## src/rtl/open_scan_ctrl.sv

```systemverilog
// ---------------------------------------------------------------------------
// open_scan_ctrl
//   Scan sequencer for a 4-digit multiplexed 7-segment display that shows the
//   letters O, P, E, N. It produces the letter select S for the downstream
//   letter decoder and a matching active-low one-hot digit enable DIG. It
//   supports start/stop control, an optional frame-count limit with a DONE
//   pulse, and blinking of the whole display.
//
// Ports
//   CLK     in   1            system clock, rising edge
//   RST     in   1            asynchronous reset, active-high
//   START   in   1            pulse: begin scanning (honoured in IDLE only)
//   STOP    in   1            pulse: abort scan, return to IDLE
//   BLINK   in   1            level: blank display on alternate blink phases
//   FRAMES  in   FRAME_WIDTH  frames to show before auto-stop; 0 = no limit
//   S       out  2            letter select (0=O, 1=P, 2=E, 3=N)
//   DIG     out  4            digit enables, active-low; DIG[3] = leftmost
//   BUSY    out  1            1 while scanning
//   DONE    out  1            one-cycle pulse when auto-stop completes
//
// All outputs are registered; their next values are built from the next
// state so that S and DIG always change together on the same edge.
// ---------------------------------------------------------------------------
module open_scan_ctrl #(
   parameter int DIV_WIDTH    = 16,
   parameter int DIV_MAX      = 49999,
   parameter int FRAME_WIDTH  = 8,
   parameter int BLINK_FRAMES = 64
) (
   input  logic                   CLK,
   input  logic                   RST,
   input  logic                   START,
   input  logic                   STOP,
   input  logic                   BLINK,
   input  logic [FRAME_WIDTH-1:0] FRAMES,
   output logic [1:0]             S,
   output logic [3:0]             DIG,
   output logic                   BUSY,
   output logic                   DONE
);

   // Width of the frames-within-blink-half-period counter (at least 1 bit).
   localparam int BF_W = (BLINK_FRAMES > 1) ? $clog2(BLINK_FRAMES) : 1;

   typedef enum logic [0:0] {
      ST_IDLE = 1'b0,
      ST_SCAN = 1'b1
   } state_t;

   state_t                 state_q, state_d;
   logic [DIV_WIDTH-1:0]   div_q, div_d;
   logic [1:0]             s_q, s_d;
   logic [FRAME_WIDTH-1:0] frame_q, frame_d;
   logic [FRAME_WIDTH-1:0] limit_q, limit_d;
   logic [BF_W-1:0]        bf_q, bf_d;
   logic                   blink_q, blink_d;
   logic [3:0]             dig_q, dig_d;
   logic                   busy_q, busy_d;
   logic                   done_q, done_d;

   logic                   tick_s;
   logic                   wrap_s;
   logic                   bf_last_s;
   logic                   auto_stop_s;

   // State register.
   always_ff @(posedge CLK or posedge RST) begin
      if (RST) begin
         state_q <= ST_IDLE;
      end else begin
         state_q <= state_d;
      end
   end

   // Next-state logic: slot tick, frame wrap, auto-stop detection.
   always_comb begin
      tick_s      = (state_q == ST_SCAN) && (div_q == DIV_WIDTH'(DIV_MAX));
      wrap_s      = tick_s && (s_q == 2'd3);
      bf_last_s   = (bf_q == BF_W'(BLINK_FRAMES - 1));
      // The wrap that completes frame number "limit" ends the run.
      auto_stop_s = wrap_s && (limit_q != {FRAME_WIDTH{1'b0}}) &&
                    ((frame_q + FRAME_WIDTH'(1)) == limit_q);
      state_d     = state_q;
      case (state_q)
         ST_IDLE: state_d = (START && !STOP) ? ST_SCAN : ST_IDLE;
         ST_SCAN: state_d = (STOP || auto_stop_s) ? ST_IDLE : ST_SCAN;
         default: state_d = ST_IDLE;
      endcase
   end

   // Output and counter next values; IDLE values are the defaults.
   always_comb begin
      div_d   = {DIV_WIDTH{1'b0}};
      s_d     = 2'd0;
      frame_d = {FRAME_WIDTH{1'b0}};
      bf_d    = {BF_W{1'b0}};
      blink_d = 1'b0;
      limit_d = limit_q;
      dig_d   = 4'b1111;
      busy_d  = 1'b0;
      done_d  = 1'b0;
      if (state_d == ST_SCAN) begin
         busy_d = 1'b1;
         if (state_q == ST_IDLE) begin
            // Entering SCAN: counters start from zero, limit is captured.
            limit_d = FRAMES;
         end else begin
            div_d   = tick_s ? {DIV_WIDTH{1'b0}} : (div_q + DIV_WIDTH'(1));
            s_d     = tick_s ? (s_q + 2'd1) : s_q;
            frame_d = wrap_s ? (frame_q + FRAME_WIDTH'(1)) : frame_q;
            bf_d    = wrap_s ? (bf_last_s ? {BF_W{1'b0}} : (bf_q + BF_W'(1))) : bf_q;
            blink_d = (wrap_s && bf_last_s) ? ~blink_q : blink_q;
         end
         // Select keeps advancing while blanked; only the enables are gated.
         dig_d = (BLINK && blink_d) ? 4'b1111 : ~(4'b1000 >> s_d);
      end else begin
         // A coincident STOP suppresses the completion pulse.
         done_d = auto_stop_s && !STOP;
      end
   end

   // Counter and output registers.
   always_ff @(posedge CLK or posedge RST) begin
      if (RST) begin
         div_q   <= {DIV_WIDTH{1'b0}};
         s_q     <= 2'd0;
         frame_q <= {FRAME_WIDTH{1'b0}};
         limit_q <= {FRAME_WIDTH{1'b0}};
         bf_q    <= {BF_W{1'b0}};
         blink_q <= 1'b0;
         dig_q   <= 4'b1111;
         busy_q  <= 1'b0;
         done_q  <= 1'b0;
      end else begin
         div_q   <= div_d;
         s_q     <= s_d;
         frame_q <= frame_d;
         limit_q <= limit_d;
         bf_q    <= bf_d;
         blink_q <= blink_d;
         dig_q   <= dig_d;
         busy_q  <= busy_d;
         done_q  <= done_d;
      end
   end

   assign S    = s_q;
   assign DIG  = dig_q;
   assign BUSY = busy_q;
   assign DONE = done_q;

endmodule

```

## config.mk

```make
export PLATFORM = sky130hd
export DESIGN_NAME = open_scan_ctrl
export DESIGN_NICKNAME = d
export VERILOG_FILES = /design/src/rtl/open_scan_ctrl.sv
export SDC_FILE = /design/constraint.sdc
export NUM_CORES = 1
export LEC_CHECK = 0
export ABC_AREA = 1
export BUFFER_PORTS_ARGS = -buffer_cell sky130_fd_sc_hd__buf_2
export CAP_MARGIN = 20
export CORE_UTILIZATION = 55
export CTS_CLUSTER_SIZE = 10
export DETAILED_ROUTE_END_ITERATION = 10
export GPL_ROUTABILITY_DRIVEN = 0
export PLACE_DENSITY = 0.74
export SETUP_SLACK_MARGIN = 0.2
export SLEW_MARGIN = 15
export SYNTH_ARGS = -nofsm -noshare
export SYNTH_HDL_FRONTEND = slang
export SYNTH_SLANG_ARGS = --single-unit
```

## constraint.sdc

```tcl
create_clock -name CLK -period 3.45 [get_ports CLK]
set_input_delay 0.345 -clock CLK [delete_from_list [all_inputs] [get_ports CLK]]
set_output_delay 0.345 -clock CLK [all_outputs]
set_load 0.01 [all_outputs]
```

======== Word-level counts from Yosys, hierarchy flattened ========
Cells that the tools add are included.
Widths: inputs -> output; s select.
operators by class
  add/sub/neg operators ................... 4
  equal/unequal tests ..................... 5
  shift-type cells ........................ 1
  multiplexer cells ....................... 25
  bitwise gates (word level) .............. 3
  reductions and logical operators ........ 12
operators with widths
  operator               count
  $mux 16                3
  $mux 6                 4
  $mux 8                 3
  $add 16x1->16 const B  1
  $eq 16x16->1 const B   1
  $add 8x1->8 const B    1
  $eq 8x8->1             1
  $logic_and 1x1->1      8
  $mux 1                 8
  $mux 2                 4
  $mux 4                 2
  $reduce_bool 8->1      1
  $add 6x1->6 const B    1
  $eq 6x6->1 const B     1
  $not 4->4              1
  $shr 4x2->4 const A    1
  $ne 3x2->1 const B     1
  $add 2x1->2 const B    1
  $eq 2x2->1 const B     1
  $not 1->1              2
  $pmux 1 s2             1
  $reduce_and 2->1       1
  $logic_not 1->1        1
  $logic_or 1x1->1       1
storage, ports and cells
  register bits ........................... 48
  input bits .............................. 13
  output and inout bits ................... 8
  logic and storage cells ................. 60

======== Longest topological paths before layout ========
  word-level depth ........................ 13
  gate-level depth with buffers ........... 15

======== Worst setup path before layout ========
OpenSTA, ideal clock, no wires.
  path kind ............................... register to register
  start ................................... register div_q[0]
  end ..................................... register bf_q[3]
  setup time .............................. 116 ps
  arrival ................................. 1642 ps
  data required time ...................... 3334 ps
  setup slack ............................. 1692 ps
  cell stages (with the launch flop) ...... 14
  buffers on the path ..................... 1
  clock period less this slack ............ 1758 ps
  path through ............................ dfrtp_1 > ha_1 > nand2_1 > nor2_1 > nand3_2 > nor2_4 > nand2_1 > nor2_2 > nand2_2 > nand2_4 > nand2_2 > buf_6 > nand2_1 > nand2_1
between the ends
  longest elaborated chain between the ends .. 9
RTL lines
  what                                                   RTL line  source
  start, declared                                        51        logic [DIV_WIDTH-1:0] div_q, div_d;
  start signal, assigned                                 125       div_q <= {DIV_WIDTH{1'b0}};
  start signal, assigned                                 135       div_q <= div_d;
  $eq 16x16->1 *                                         77        tick_s = (state_q == ST_SCAN) && (div_q == DIV_WIDTH'(DIV_MAX));
  $logic_and 1x1->1 *                                    77
  $logic_and 1x1->1 *                                    78        wrap_s = tick_s && (s_q == 2'd3);
  $logic_and 1x1->1 (2 in series)                        81        auto_stop_s = wrap_s && (limit_q != {FRAME_WIDTH{1'b0}}) &&
  $logic_or 1x1->1                                       86        ST_SCAN: state_d = (STOP || auto_stop_s) ? ST_IDLE : ST_SCAN;
  $mux 1                                                 86
  $pmux 1 s2                                             84        case (state_q)
  $ne 3x2->1 (no line) / $mux 6 (equally long branches)  -
  end signal, assigned                                   129       bf_q <= {BF_W{1'b0}};
  end, declared                                          55        logic [BF_W-1:0] bf_q, bf_d;
Every way passes the cells marked *; elsewhere a longest branch is shown, timed or not.
A chain may end at the register's enable or synchronous reset.

======== Worst setup path after layout ========
  start ................................... register div_q[0]
  end ..................................... register bf_q[4]
The elaborated chain is that of the path after synthesis.

==> metrics list <==
- The HPWL after detailed placement is 3510 um.
* Met3 track demand over resource: 0.0484
- Ordered list of cells on the worst path: ha_1 -> nand2_1 -> nor2_1 -> nand3_2 -> nor2_4 -> nand2_1 -> nor2_2 -> nand2_2 -> nand2_4 -> nand2_2 -> nand2_1 -> nand2_1
- Based on the critical path, the design can be clocked at up to approximately 440 MHz.
- Counting I/O delays and the setup requirement, the final critical path takes about 2.3 ns.
* Flop-to-flop setup slack: between 1 and 1.5 ns
- Number of antenna cells inserted: 0
* Total global routing track utilization: 0.217
- Leakage: 1.40 nW
- Post-cts repair resize count: 0
- Counting the buffers created by CTS gives 5.
- The initial antenna violation count came to 0.
- In this run the tightest slew margin relative to its limit is 0.709.
* Fraction of final layout cells sized beyond drive strength 1: 0.130
- The number of global-route vias before repair was 2038.
* Total Negative Setup Slacks: 0 ns
* Routed wirelength normalized by instance count: 11.5 um
- Kind of end point of the critical path: flip-flop
* Pre-Repair DR Iteration Count: 6
- Total grt overflow: 0
- CTS Sinks: 47
* Path class of the lowest-slack min-delay path: in2async
- Period utilisation layout: 0.659
- Post-CTS timing repair inserted 0 buffers for setup.
* Post-synthesis area per instance: 7.58 um^2
- Buffer levels on the longest clock path: 2
- Port buffering added 20 buffers.
- Global-route wire length before repair: 8600 um
- Yosys printed 0 warnings.
- For this run, design rule violations remaining after detail routing come to 0.
* NumNets Final: 386
* Clock Skew: 0.00648 ns
- Entering global routing, the biggest net connects 48 pins.
- Die Area: 5060 um^2
* Hold Vio Cnt, Final: 0
* Total via count in the routed design: about 2100
- After detailed routing, the total wire length is 4840 um.
- Of the synthesized area, sequential elements account for 0.449.
- In this run, post-CTS hold repair placed 0 buffers.
* Largest area contributor in the netlist: sky130_fd_sc_hd__dfrtp_1
* Cell types with the largest area share after synthesis: sky130_fd_sc_hd__dfrtp_1, sky130_fd_sc_hd__nand2_1, sky130_fd_sc_hd__nand3_1, sky130_fd_sc_hd__inv_1, sky130_fd_sc_hd__nor2_1
- For the worst setup path, the data required time is 3.65 ns.
- After clock tree synthesis, the clock-pin slew on the worst setup and hold paths is approximately 0.08 ns.
* Placement Rows: 24
- Counting both buffers and inverters, the worst setup path holds a total of 0.
- Of the post-synthesis cell area, the dominant cell type holds 0.409.
- In this run the power density over the cells is about 380 nW/um^2.
* Area delta synth->final: 9.33%
- Measured along the x axis, the die boundary spans 71.1 um.
- Mean number of vias per cell: 5.06
- Syn Std Cell Area: 2630 um^2
* Root buffer cell: sky130_fd_sc_hd__clkbuf_8
- In this run the worst setup path begins at div_q[0]$_DFF_PP0_.
- In the final layout, flip-flops and latches occupy between 1000 and 1500 um^2.
- Instance area after placement: ~2700 um^2
- For the worst setup path, the data arrival time is ~2.5 ns.
* TritonCTS clock tree: built
- Chip Height: 71.1 um
- H-tree depth: 2
- Synthesis handed over a netlist of approximately 350 instances.
- Area of all placed cells without fillers: 2870 um^2
- The worst setup path is launched from a flip-flop.
- The later pin in the worst-skew pair is clocked with a latency of 0.30 ns.
- Syn nets: 364
* Library cells used by synthesis: 30
- Category of the critical setup timing path: reg2reg
- Finish-stage setup viols: 0
- After the first detailed-routing iteration, the DRC count stood at 55.
* Number of placed I/O pins: 21
- Met1 layer usage reported by global route: 0.280
- IR analysis of the VDD net gives a maximum drop of 211 uV.
* CP delay by family, top: simple AND/OR/NAND/NOR gates
- Number of routed nets with antenna violations: 0
- Worst-case hold slack: 0.0326 ns
- For this run, global-route usage on met2 was measured as 0.363.
* Layer carrying the most global-route usage: met2
* Number of max-slew violations in the final report: 0
* Core ar.: 4470 um^2
* Layout filler cell count: 380
- The design draws 0.00110 W.
- Setup repair after global routing left no endpoint under its margin.
- After layout, the worst setup slack is 1.18 ns.
- The flow ran to the end, and the final reports show no timing, DRC or antenna violations.
* Slowest Stage Delay on Critical Path: 0.38 ns
* Initial Util: 0.588
- Pin slew with the least headroom to its limit: 0.435 ns
- Reg-to-reg startpoint: div_q[0]$_DFF_PP0_
- CP max FO: 13
* Highest-delay cell along the critical path: sky130_fd_sc_hd__dfrtp_1
- Max-cap violations: 0
- Setup WS pre-CTS: approximately 1.2 ns
- Most common cell on crit path: sky130_fd_sc_hd__nand2_1
- Multi-input gate area: 1230 um^2
- #FFs+latches synth: 47
## per-stage QoR
stage | utilization | cells
floorplan | - | 347
global route | 0.642 | 422
finish | 0.642 | 422
detailed placement | 0.614 | 413
CTS | 0.638 | 421
global placement | 0.614 | 413
## area by class of cell
| class | instances | area share |
|---|---|---|
| Multi-Input combinational cell | 248 | 0.427 |
| Sequential cell | 47 | 0.411 |
| Inverter | 46 | 0.0609 |
| Timing Repair Buffer | 21 | 0.0418 |
| Clock buffer | 7 | 0.0266 |
| Tap cell | 52 | 0.0226 |
| Clock inverter | 1 | 0.0104 |
## per-layer routing
layer,vias to the layer above,part of all wire
met5,-,0
met4,0,0.014
met2,38,0.47
met1,957,0.48
li1,1132,-
met3,9,0.031
## flip-flops by register name, indices dropped and copies added (netlist names)
name	cells
BUSY	1
DIG	4
DONE	1
S	2
bf_q	6
blink_q	1
div_q	16
frame_q	8
limit_q	8
## cell usage after synthesis
| cell type | count |
|---|---|
| sky130_fd_sc_hd__nand2_1 | 100 |
| sky130_fd_sc_hd__inv_1 | 45 |
| sky130_fd_sc_hd__nor2_1 | 44 |
| sky130_fd_sc_hd__dfrtp_1 | 43 |
| sky130_fd_sc_hd__nand3_1 | 36 |
| sky130_fd_sc_hd__a21oi_1 | 12 |
| sky130_fd_sc_hd__xor2_1 | 11 |
| sky130_fd_sc_hd__o21ai_0 | 6 |
| sky130_fd_sc_hd__nand4_1 | 5 |
| sky130_fd_sc_hd__dfstp_2 | 4 |
| sky130_fd_sc_hd__ha_1 | 4 |
| sky130_fd_sc_hd__nand3b_1 | 4 |
| sky130_fd_sc_hd__nand2_2 | 3 |
| sky130_fd_sc_hd__nand3_2 | 3 |
| sky130_fd_sc_hd__nor2_2 | 3 |
| sky130_fd_sc_hd__nor2_4 | 3 |
| sky130_fd_sc_hd__nor3_1 | 3 |
| sky130_fd_sc_hd__buf_4 | 2 |
| sky130_fd_sc_hd__buf_6 | 2 |
| sky130_fd_sc_hd__o211ai_1 | 2 |
| sky130_fd_sc_hd__o21bai_1 | 2 |
| sky130_fd_sc_hd__xnor2_1 | 2 |
| sky130_fd_sc_hd__a31o_2 | 1 |
| sky130_fd_sc_hd__and3_1 | 1 |
| sky130_fd_sc_hd__buf_2 | 1 |
| sky130_fd_sc_hd__clkbuf_1 | 1 |
| sky130_fd_sc_hd__inv_4 | 1 |
| sky130_fd_sc_hd__nand2_4 | 1 |
| sky130_fd_sc_hd__nor4_1 | 1 |
| sky130_fd_sc_hd__o21bai_2 | 1 |
## final timing paths
check / endpoint / cells past startpoint
setup / recovery: bf_q[4]$_DFFE_PP0P_ / 12
hold / removal: div_q[3]$_DFF_PP0_ / 2
setup reg to reg: bf_q[4]$_DFFE_PP0P_ / 12
hold reg to reg: div_q[0]$_DFF_PP0_ / 1
max in group asynchronous: DIG[0]$_DFF_PP1_ / 3
min in group CLK: limit_q[3]$_DFFE_PP0P_ / 3
## cells in the final DEF, fill, tap and decap left out, types with 2 or more instances in the layout
| cell | n |
|---|---|
| sky130_fd_sc_hd__clkbuf_8 | 5 |
| sky130_fd_sc_hd__a21oi_1 | 12 |
| sky130_fd_sc_hd__inv_1 | 44 |
| sky130_fd_sc_hd__nand3b_1 | 4 |
| sky130_fd_sc_hd__nand4_1 | 5 |
| sky130_fd_sc_hd__nand2_2 | 3 |
| sky130_fd_sc_hd__o21bai_1 | 2 |
| sky130_fd_sc_hd__nand3_2 | 3 |
| sky130_fd_sc_hd__buf_2 | 20 |
| sky130_fd_sc_hd__xnor2_1 | 2 |
| sky130_fd_sc_hd__nand3_1 | 36 |
| sky130_fd_sc_hd__nor2_1 | 44 |
| sky130_fd_sc_hd__dfstp_2 | 4 |
| sky130_fd_sc_hd__o211ai_1 | 2 |
| sky130_fd_sc_hd__nor2_4 | 3 |
| sky130_fd_sc_hd__o21ai_0 | 6 |
| sky130_fd_sc_hd__dfrtp_1 | 43 |
| sky130_fd_sc_hd__clkbuf_1 | 2 |
| sky130_fd_sc_hd__xor2_1 | 11 |
| sky130_fd_sc_hd__ha_1 | 4 |
| sky130_fd_sc_hd__nor2_2 | 3 |
| sky130_fd_sc_hd__nand2_1 | 100 |
| sky130_fd_sc_hd__nor3_1 | 3 |
## logic make-up after synthesis
kind of cell | after synthesis | share of synthesized area
compound gates | 24 | 0.0533
simple gates | 207 | 0.351
xor+xnor | 13 | 0.0433
buf+inv | 52 | 0.0842
flops | 47 | 0.449
fa+ha+maj | 4 | 0.0190
## where the power goes
group | switching [W] | internal (W)
combinational | 0.0000726 | 0.0000396
sequential | 0.0000196 | 0.000575
clock | 0.000177 | 0.000217
Power figures use the tool's default switching activity.
